<file path="src/rtl/regtable_loader.sv">
// Loads the camera register table into BRAM from a UART byte stream
// and hands it to the register-write sequencer.
//
// Ports:
//   clk_in, rst_in       clock, synchronous active-high reset
//   byte_valid/byte_data received byte strobe and data (MSB first)
//   bram_we/waddr/din    BRAM write port (24-bit entries)
//   init_valid/ready     handshake to start the sequencer
//   entry_count          non-zero entries in last handed-off table
//   table_full           sticky: table auto-terminated at depth
//   bytes_dropped        sticky: byte arrived outside COLLECT
//   resync               sticky: partial entry dropped on timeout
//   state_out            current state encoding
module regtable_loader #(
  parameter int RAM_DEPTH      = 256,
  parameter int TIMEOUT_CYCLES = 1000000,
  localparam int AW = $clog2(RAM_DEPTH),
  localparam int TW = $clog2(TIMEOUT_CYCLES + 1)
) (
  input  logic          clk_in,
  input  logic          rst_in,
  input  logic          byte_valid,
  input  logic [7:0]    byte_data,
  output logic          bram_we,
  output logic [AW-1:0] bram_waddr,
  output logic [23:0]   bram_din,
  output logic          init_valid,
  input  logic          init_ready,
  output logic [AW-1:0] entry_count,
  output logic          table_full,
  output logic          bytes_dropped,
  output logic          resync,
  output logic [1:0]    state_out
);

  typedef enum logic [1:0] {
    COLLECT = 2'd0,
    WRITE   = 2'd1,
    TERM    = 2'd2,
    HANDOFF = 2'd3
  } state_t;

  localparam logic [AW-1:0] LAST_W = AW'(RAM_DEPTH - 2);
  localparam logic [AW-1:0] TOP_W  = AW'(RAM_DEPTH - 1);
  localparam logic [TW-1:0] TMAX   = TW'(TIMEOUT_CYCLES - 1);

  state_t        state, state_d;
  logic [23:0]   shreg;
  logic [1:0]    byte_cnt;
  logic [AW-1:0] waddr;
  logic [AW-1:0] ent_cnt;
  logic [TW-1:0] tcnt;
  logic          tbl_start;

  logic accept, tmo, clr;
  logic set_full, set_drop;

  assign accept = (state == COLLECT) && byte_valid;
  assign tmo    = (state == COLLECT) && !byte_valid
                  && (byte_cnt != 2'd0) && (tcnt == TMAX);
  // flags clear only on the first byte after a handoff (or reset)
  assign clr    = accept && tbl_start
                  && (waddr == '0) && (byte_cnt == 2'd0);
  assign set_full = (state == WRITE) && (shreg != 24'd0)
                    && (waddr == LAST_W);
  assign set_drop = byte_valid && (state != COLLECT);

  assign state_out = state;

  always_ff @(posedge clk_in) begin
    if (rst_in) state <= COLLECT;
    else        state <= state_d;
  end

  always_comb begin
    state_d    = state;
    bram_we    = 1'b0;
    bram_waddr = waddr;
    bram_din   = shreg;
    init_valid = 1'b0;
    unique case (state)
      COLLECT: begin
        if (accept && byte_cnt == 2'd2)
          state_d = WRITE;
      end
      WRITE: begin
        bram_we = 1'b1;
        if (shreg == 24'd0)       state_d = HANDOFF;
        else if (waddr == LAST_W) state_d = TERM;
        else                      state_d = COLLECT;
      end
      TERM: begin
        bram_we    = 1'b1;
        bram_waddr = TOP_W;
        bram_din   = 24'd0;
        state_d    = HANDOFF;
      end
      HANDOFF: begin
        init_valid = 1'b1;
        if (init_ready) state_d = COLLECT;
      end
    endcase
  end

  always_ff @(posedge clk_in) begin
    if (rst_in) begin
      shreg         <= '0;
      byte_cnt      <= '0;
      waddr         <= '0;
      ent_cnt       <= '0;
      tcnt          <= '0;
      entry_count   <= '0;
      table_full    <= 1'b0;
      bytes_dropped <= 1'b0;
      resync        <= 1'b0;
      tbl_start     <= 1'b1;
    end else begin
      unique case (state)
        COLLECT: begin
          if (byte_valid) begin
            shreg <= {shreg[15:0], byte_data};
            tcnt  <= '0;
            if (byte_cnt == 2'd2) byte_cnt <= '0;
            else byte_cnt <= byte_cnt + 2'd1;
          end else if (byte_cnt != 2'd0) begin
            if (tcnt == TMAX) begin
              byte_cnt <= '0;
              tcnt     <= '0;
            end else begin
              tcnt <= tcnt + 1'b1;
            end
          end else begin
            tcnt <= '0;
          end
        end
        WRITE: begin
          if (shreg != 24'd0) begin
            waddr   <= waddr + 1'b1;
            ent_cnt <= ent_cnt + 1'b1;
          end
        end
        TERM: ;
        HANDOFF: begin
          if (init_ready) begin
            entry_count <= ent_cnt;
            ent_cnt     <= '0;
            waddr       <= '0;
          end
        end
      endcase

      if (state == HANDOFF && init_ready) tbl_start <= 1'b1;
      else if (accept)                    tbl_start <= 1'b0;

      table_full    <= set_full | (table_full & ~clr);
      bytes_dropped <= set_drop | (bytes_dropped & ~clr);
      resync        <= tmo | (resync & ~clr);
    end
  end

endmodule

</file>
<file path="config.mk">
export PLATFORM = sky130hd
export DESIGN_NAME = regtable_loader
export DESIGN_NICKNAME = d
export VERILOG_FILES = /design/src/rtl/regtable_loader.sv
export SDC_FILE = /design/constraint.sdc
export NUM_CORES = 1
export LEC_CHECK = 0
export CAP_MARGIN = 20
export CORE_ASPECT_RATIO = 1.75
export CORE_MARGIN = 2
export CORE_UTILIZATION = 50
export DETAILED_ROUTE_END_ITERATION = 16
export DONT_BUFFER_PORTS = 1
export SYNTH_ARGS = -nofsm -noshare
export SYNTH_HDL_FRONTEND = slang
export SYNTH_SLANG_ARGS = --single-unit
</file>
<file path="constraint.sdc">
create_clock -name clk_in -period 2.8 [get_ports clk_in]
set_input_delay 0.14 -clock clk_in [delete_from_list [all_inputs] [get_ports clk_in]]
set_output_delay 0.14 -clock clk_in [all_outputs]
set_load 0.05 [all_outputs]
</file>
# Word level (Yosys, flattened, before mapping)

Cells that the tools add are included.

Flip-flop bits (word level): 76
Input bits: 12
Memory bits (writable): 0
Latch bits: 0
Memory bits (read-only): 0
Memories: 0

Reduce and logical (&&, ||, !) cells: 30
Eq/ne operators: 9
Add/sub/neg operators: 4
Magnitude comparators: 0
Bitwise logic cells: 7
Muxes and demuxes: 21
Multiply operators: 0
Shift-type cells: 0
Divide/modulo/power cells: 0

Operators with widths:

| cell                                                   | count |
|---|---|
| 2-to-1 mux 20 bit                                      | 3 |
| 2-to-1 mux 8 bit                                       | 4 |
| case mux 8 bit (2 select lines)                        | 2 |
| zero test 24 bit                                       | 1 |
| 2-to-1 mux 24 bit                                      | 1 |
| nonzero test 24 bit                                    | 1 |
| adder 20 x 1 -> 20 bit (second input constant)         | 1 |
| equality test 20 bit (second input constant)           | 1 |
| adder 8 x 1 -> 8 bit (second input constant)           | 2 |
| 2-to-1 mux 2 bit                                       | 8 |
| logical AND 1 bit                                      | 12 |
| nonzero test 2 bit                                     | 5 |
| equality test 8 bit (second input constant)            | 1 |
| zero test 8 bit                                        | 1 |
| case mux 2 bit (4 select lines)                        | 1 |
| equality test 2 bit (second input constant)            | 3 |
| AND reduction 2 bit                                    | 3 |
| AND reduction 3 bit                                    | 2 |
| zero test 2 bit                                        | 2 |
| inequality test 2 x 1 -> 1 bit (second input constant) | 2 |
| OR reduction 2 bit                                     | 2 |
| bitwise AND 1 bit                                      | 3 |
| OR 1 bit                                               | 3 |
| adder 2 x 1 -> 2 bit (second input constant)           | 1 |
| 5 further kinds                                        | 6 |

# Longest topological paths before layout

Depth after elaboration: 8
Mapped depth: 9
Depth with buffers taken out: 7

# Least setup slack after synthesis

No wires, ideal clock.

Path kind: reg-to-reg
Start point: register (tool-made name)
End point: register ent_cnt[5]
Stages on the path, launching flop included: 8
Path slack: 161 ps
Path buffers: 2
Arrival time: 2566 ps
Cells stage by stage: dfxtp_1 -> ha_1 -> and2_1 -> buf_2 -> o22ai_1 -> buf_2 -> or4_1 -> a21oi_1

RTL lines:

| item                   | RTL line | text |
|---|---|---|
| end signal: assignment | 139      | `ent_cnt <= ent_cnt + 1'b1;` |
| end: declaration       | 51       | `logic [AW-1:0] ent_cnt;` |

# Final worst setup path

Start point: register state[0] (netlist: state_out[0])
End point: register tcnt[10]

Word-level cells in the longest chain between the ends: 1

RTL lines:

| item                     | RTL line | text |
|---|---|---|
| start: declaration       | 47       | `state_t state, state_d;` |
| start signal: assignment | 72       | `else state <= state_d;` |
| zero test 2 bit          | 118      | `unique case (state)` |
| end signal: assignment   | 130      | `tcnt <= tcnt + 1'b1;` |
| end: declaration         | 52       | `logic [TW-1:0] tcnt;` |

Every way passes these cells.
A chain may end at the register's enable or synchronous reset.

==> run_summary.xml <==
<?xml version="1.0" encoding="UTF-8"?>
<metrics>
  <group name="die">
    <metric name="die_height" unit="µm">117</metric>
    <metric name="design.die.area" unit="mm²">0.00802</metric>
    <metric name="io-pin-count" unit="">59</metric>
    <metric name="die_x" unit="µm">68.6</metric>
    <metric name="rows" unit="">41</metric>
    <metric name="design.core.area" unit="mm²">0.00713</metric>
    <metric name="floorplan.initialDensity" unit="">0.511</metric>
  </group>
  <group name="drt">
    <metric name="drt_drc_violations_left" unit="">0</metric>
    <metric name="routedWlPerCell" unit="µm">15.5</metric>
    <metric name="number_of_routed_nets_with_antenna_violations" unit="">0</metric>
    <metric name="detail_route.wirelength" unit="µm">9010</metric>
    <metric name="via_count" unit="">3316</metric>
    <metric name="detail_route.first_pass.iterations" unit="">4</metric>
    <metric name="viasPerCell" unit="">5.72</metric>
    <metric name="drt_iter0_markers" unit="">272</metric>
  </group>
  <group name="worst_setup_path">
    <metric name="cp_data_arrival_time" unit="ns">2.61</metric>
    <metric name="start_kind" unit="">flop</metric>
    <metric name="cp_data_required_time" unit="ns">3.07</metric>
    <metric name="crit_path_max_fanout" unit="">9</metric>
    <metric name="setup.worst_path.class" unit="">reg -&gt; reg</metric>
    <metric name="critPathCaptureType" unit="">flop</metric>
  </group>
  <group name="global_route">
    <metric name="first_global_vias" unit="">3073</metric>
    <metric name="globalRoute.totalOverflow" unit="">0</metric>
    <metric name="grt_pass1_wl" unit="µm">14700</metric>
    <metric name="grt_antenna_before_repair" unit="">0</metric>
    <metric name="grt_start_max_net_pins" unit="">49</metric>
    <metric name="gr_util_all_layers" unit="">0.240</metric>
  </group>
  <group name="cells_and_area">
    <metric name="antenna-diode-count" unit="">0</metric>
    <metric name="nets" unit="">511</metric>
    <metric name="relative_area_change_from_synthesis_to_final_layout" unit="%">19.2</metric>
    <metric name="drive_above_1_share" unit="">0.136</metric>
  </group>
  <group name="timing">
    <metric name="finClkSkew" unit="ns">0.00563</metric>
    <metric name="final_min_period_over_clock_period" unit="">0.835</metric>
    <metric name="setup-violations-final" unit="">0</metric>
    <metric name="fin_crit" unit="ns">2.34</metric>
    <metric name="pin_slew_with_the_least_headroom_to_its_limit" unit="ns">0.946</metric>
    <metric name="final_hold_violation_count" unit="">0</metric>
    <metric name="max_clock_freq" unit="MHz">428</metric>
    <metric name="slew_viol_final" unit="">0</metric>
    <metric name="maxSlewHeadroom" unit="">0.369</metric>
    <metric name="hold-worst-slack" unit="ns">0.0639</metric>
    <metric name="rsz0062_at_grt" unit="">no</metric>
    <metric name="fin_setup_tns" unit="ns">0</metric>
  </group>
  <group name="yosys">
    <metric name="synth-seq-area-share" unit="">0.417</metric>
    <metric name="yosys_warnings" unit="">0</metric>
    <metric name="flip_flop_and_latch_count_after_synthesis" unit="">76</metric>
    <metric name="dominantRegCellSynth" unit="">dfxtp_1</metric>
    <metric name="synth-async-reset-ratio" unit="">0</metric>
    <metric name="synth_edf_count" unit="">0</metric>
    <metric name="post_synth.cell_area_avg" unit="µm²">7.96</metric>
    <metric name="syn-cell-area" unit="mm²">0.00365</metric>
    <metric name="syn_nets" unit="">480</metric>
    <metric name="syn-instance-count" unit="">458</metric>
    <metric name="library_cells_used_by_synthesis" unit="">49</metric>
  </group>
  <group name="clocking">
    <metric name="cts.sinks" unit="">76</metric>
    <metric name="cts_made_buffers" unit="">9</metric>
    <metric name="cts_max_level" unit="">3</metric>
    <metric name="clock_insertion_delay_worst_skew" unit="ns">0.34</metric>
    <metric name="cts.repair.resized" unit="">0</metric>
    <metric name="tritoncts" unit="">yes</metric>
    <metric name="clock_tree.root_cell" unit="">clkbuf_16</metric>
    <metric name="clock_tree.buffer_depth" unit="">2</metric>
    <metric name="worst_setup_hold_path_clk_slew" unit="ns">0.06</metric>
  </group>
  <group name="min_path">
    <metric name="hp-class" unit="">in -&gt; reg</metric>
  </group>
  <group name="placed_design">
    <metric name="gp_routability_congestion" unit="">0.858</metric>
    <metric name="dp.final_hpwl" unit="µm">6250</metric>
    <metric name="io_buffers" unit="">0</metric>
  </group>
  <group name="run">
    <metric name="maxCapViolations" unit="">0</metric>
  </group>
  <group name="status">
    <metric name="outcome" unit="">finished clean</metric>
  </group>
  <group name="power_and_ir_drop">
    <metric name="total_leakage_power" unit="nW">1.65</metric>
    <metric name="power_dens_cells" unit="mW/mm²">738</metric>
    <metric name="ir_worst_vdd" unit="mV">0.443</metric>
  </group>
</metrics>
## cell families (layout without fill, tap and decap cells)
group,Yosys count,count (layout),synth area share
xor gates and xnor gates,6,6,0.0144
DFF,76,76,0.417
buffers and inverters,31,67,0.0367
AOI/OAI and AO/OA,104,104,0.170
and+or+nand+nor,227,227,0.316
muxes,4,4,0.0113
adders and majority gates,10,10,0.0343
## cells in the mapped netlist (2+ instances only)
master / n / area [µm²]
or3b_2: 2 / 17.5
or2_2: 8 / 50.1
a31o_2: 2 / 17.5
or3_1: 7 / 43.8
a31oi_1: 10 / 62.6
o211ai_1: 2 / 15.0
and3_1: 5 / 31.3
dfxtp_1: 76 / 1520
nand2b_1: 3 / 18.8
buf_1: 3 / 11.3
mux2i_1: 3 / 30.0
nor4bb_1: 2 / 20.0
nor4_1: 10 / 62.6
ha_1: 10 / 125
and2_1: 2 / 12.5
o31ai_1: 6 / 45.0
and4_1: 2 / 17.5
a211oi_1: 2 / 15.0
nor2b_1: 27 / 169
inv_1: 6 / 22.5
a22oi_1: 2 / 15.0
nand3b_1: 3 / 22.5
o21ai_0: 11 / 55.1
xor2_1: 4 / 35.0
nand3_1: 19 / 95.1
a21oi_1: 57 / 285
xnor2_1: 2 / 17.5
clkbuf_1: 14 / 52.6
nand4_1: 6 / 37.5
nor3_1: 10 / 50.1
nor2_1: 13 / 48.8
or4_1: 6 / 45.0
a22o_1: 6 / 52.6
buf_2: 6 / 30.0
nand2_1: 97 / 364
## cells in the final DEF (no fill, tap or decap), types with 8 or more instances in the layout
cell | Yosys | layout
nor3_1 | 10 | 10
or2_2 | 8 | 8
nor2b_1 | 27 | 27
dlygate4sd3_1 | 0 | 10
dfxtp_1 | 76 | 76
clkbuf_16 | 0 | 9
nor4_1 | 10 | 10
buf_4 | 0 | 33
a31oi_1 | 10 | 10
nand3_1 | 19 | 19
nand2_1 | 97 | 97
nor2_1 | 13 | 13
a21oi_1 | 57 | 57
ha_1 | 10 | 10
o21ai_0 | 11 | 11
## final cells by class
cell class,instances,area (µm²)
fillers,651,2780
multi-input cells,351,2000
flip-flops and latches,76,1520
repair buffers,44,368
clock buffers,9,225
well taps,86,108
clock inverters,7,98.8
inverters,7,28.8
## flip-flops by register name (all words and copies together) (netlist names), named ones only
name,flops
byte_cnt,2
bytes_dropped,1
ent_cnt,8
entry_count,8
resync,1
shreg,24
state_out,1
table_full,1
tbl_start,1
tcnt,20
waddr,8
## routing by layer
metal | vias up | share of wire | GRT usage | routed length, µm
met1 | 1558 | 0.40 | 0.281 | 3630
met2 | 58 | 0.54 | 0.410 | 4860
met4 | 0 | 0.021 | 0.101 | 193
li1 | 1683 | - | - | -
met3 | 17 | 0.037 | 0.0545 | 331
met5 | - | 0 | 0 | 0
## repair_timing
| action | 4_1_cts | 5_1_grt |
|---|---|---|
| setup buffers | 0 | 0 |
| hold endpoints to repair | 48 | 0 |
| hold buffers | 11 | 0 |
## power breakdown
| group | internal [W] | switching (W) | total [W] |
|---|---|---|---|
| clock network | 0.000786 | 0.000466 | 0.00125 |
| logic | 0.000221 | 0.000529 | 0.000750 |
| registers | 0.00114 | 0.0000683 | 0.00121 |
## stage by stage
stage	util	worst slack, ns	power (W)	std cells	cell area [µm²]
5_1_grt	0.610	0.163	0.00335	580	4350
4_1_cts	0.610	0.454	0.00323	580	4350
3_3_place_gp	0.547	0.501	0.00195	553	3900
3_5_place_dp	0.547	0.471	0.00196	553	3900
2_1_floorplan	-	0.161	0.00181	458	3650
6_report	0.610	0.463	0.00321	580	4350
## path summary, 6_finish.rpt
kind,startpoint,end,slack [ns],cells past startpoint
min reg2reg,shreg[18],shreg[18],0.47,2
min,byte_valid,tcnt[1],0.06,3
max,state_out[0],tcnt[10],0.46,7
max reg2reg,state_out[0],tcnt[10],0.46,7
## worst max-delay path, cell delays in order, from the launching register on
cell and delay (ns):
dfxtp_1 0.35, inv_1 0.13, ha_1 0.40, inv_4 0.09
or3_4 0.43, a21o_1 0.21, or4b_1 0.51, a21oi_1 0.14
No activity file was read; power rests on OpenSTA's default activity.
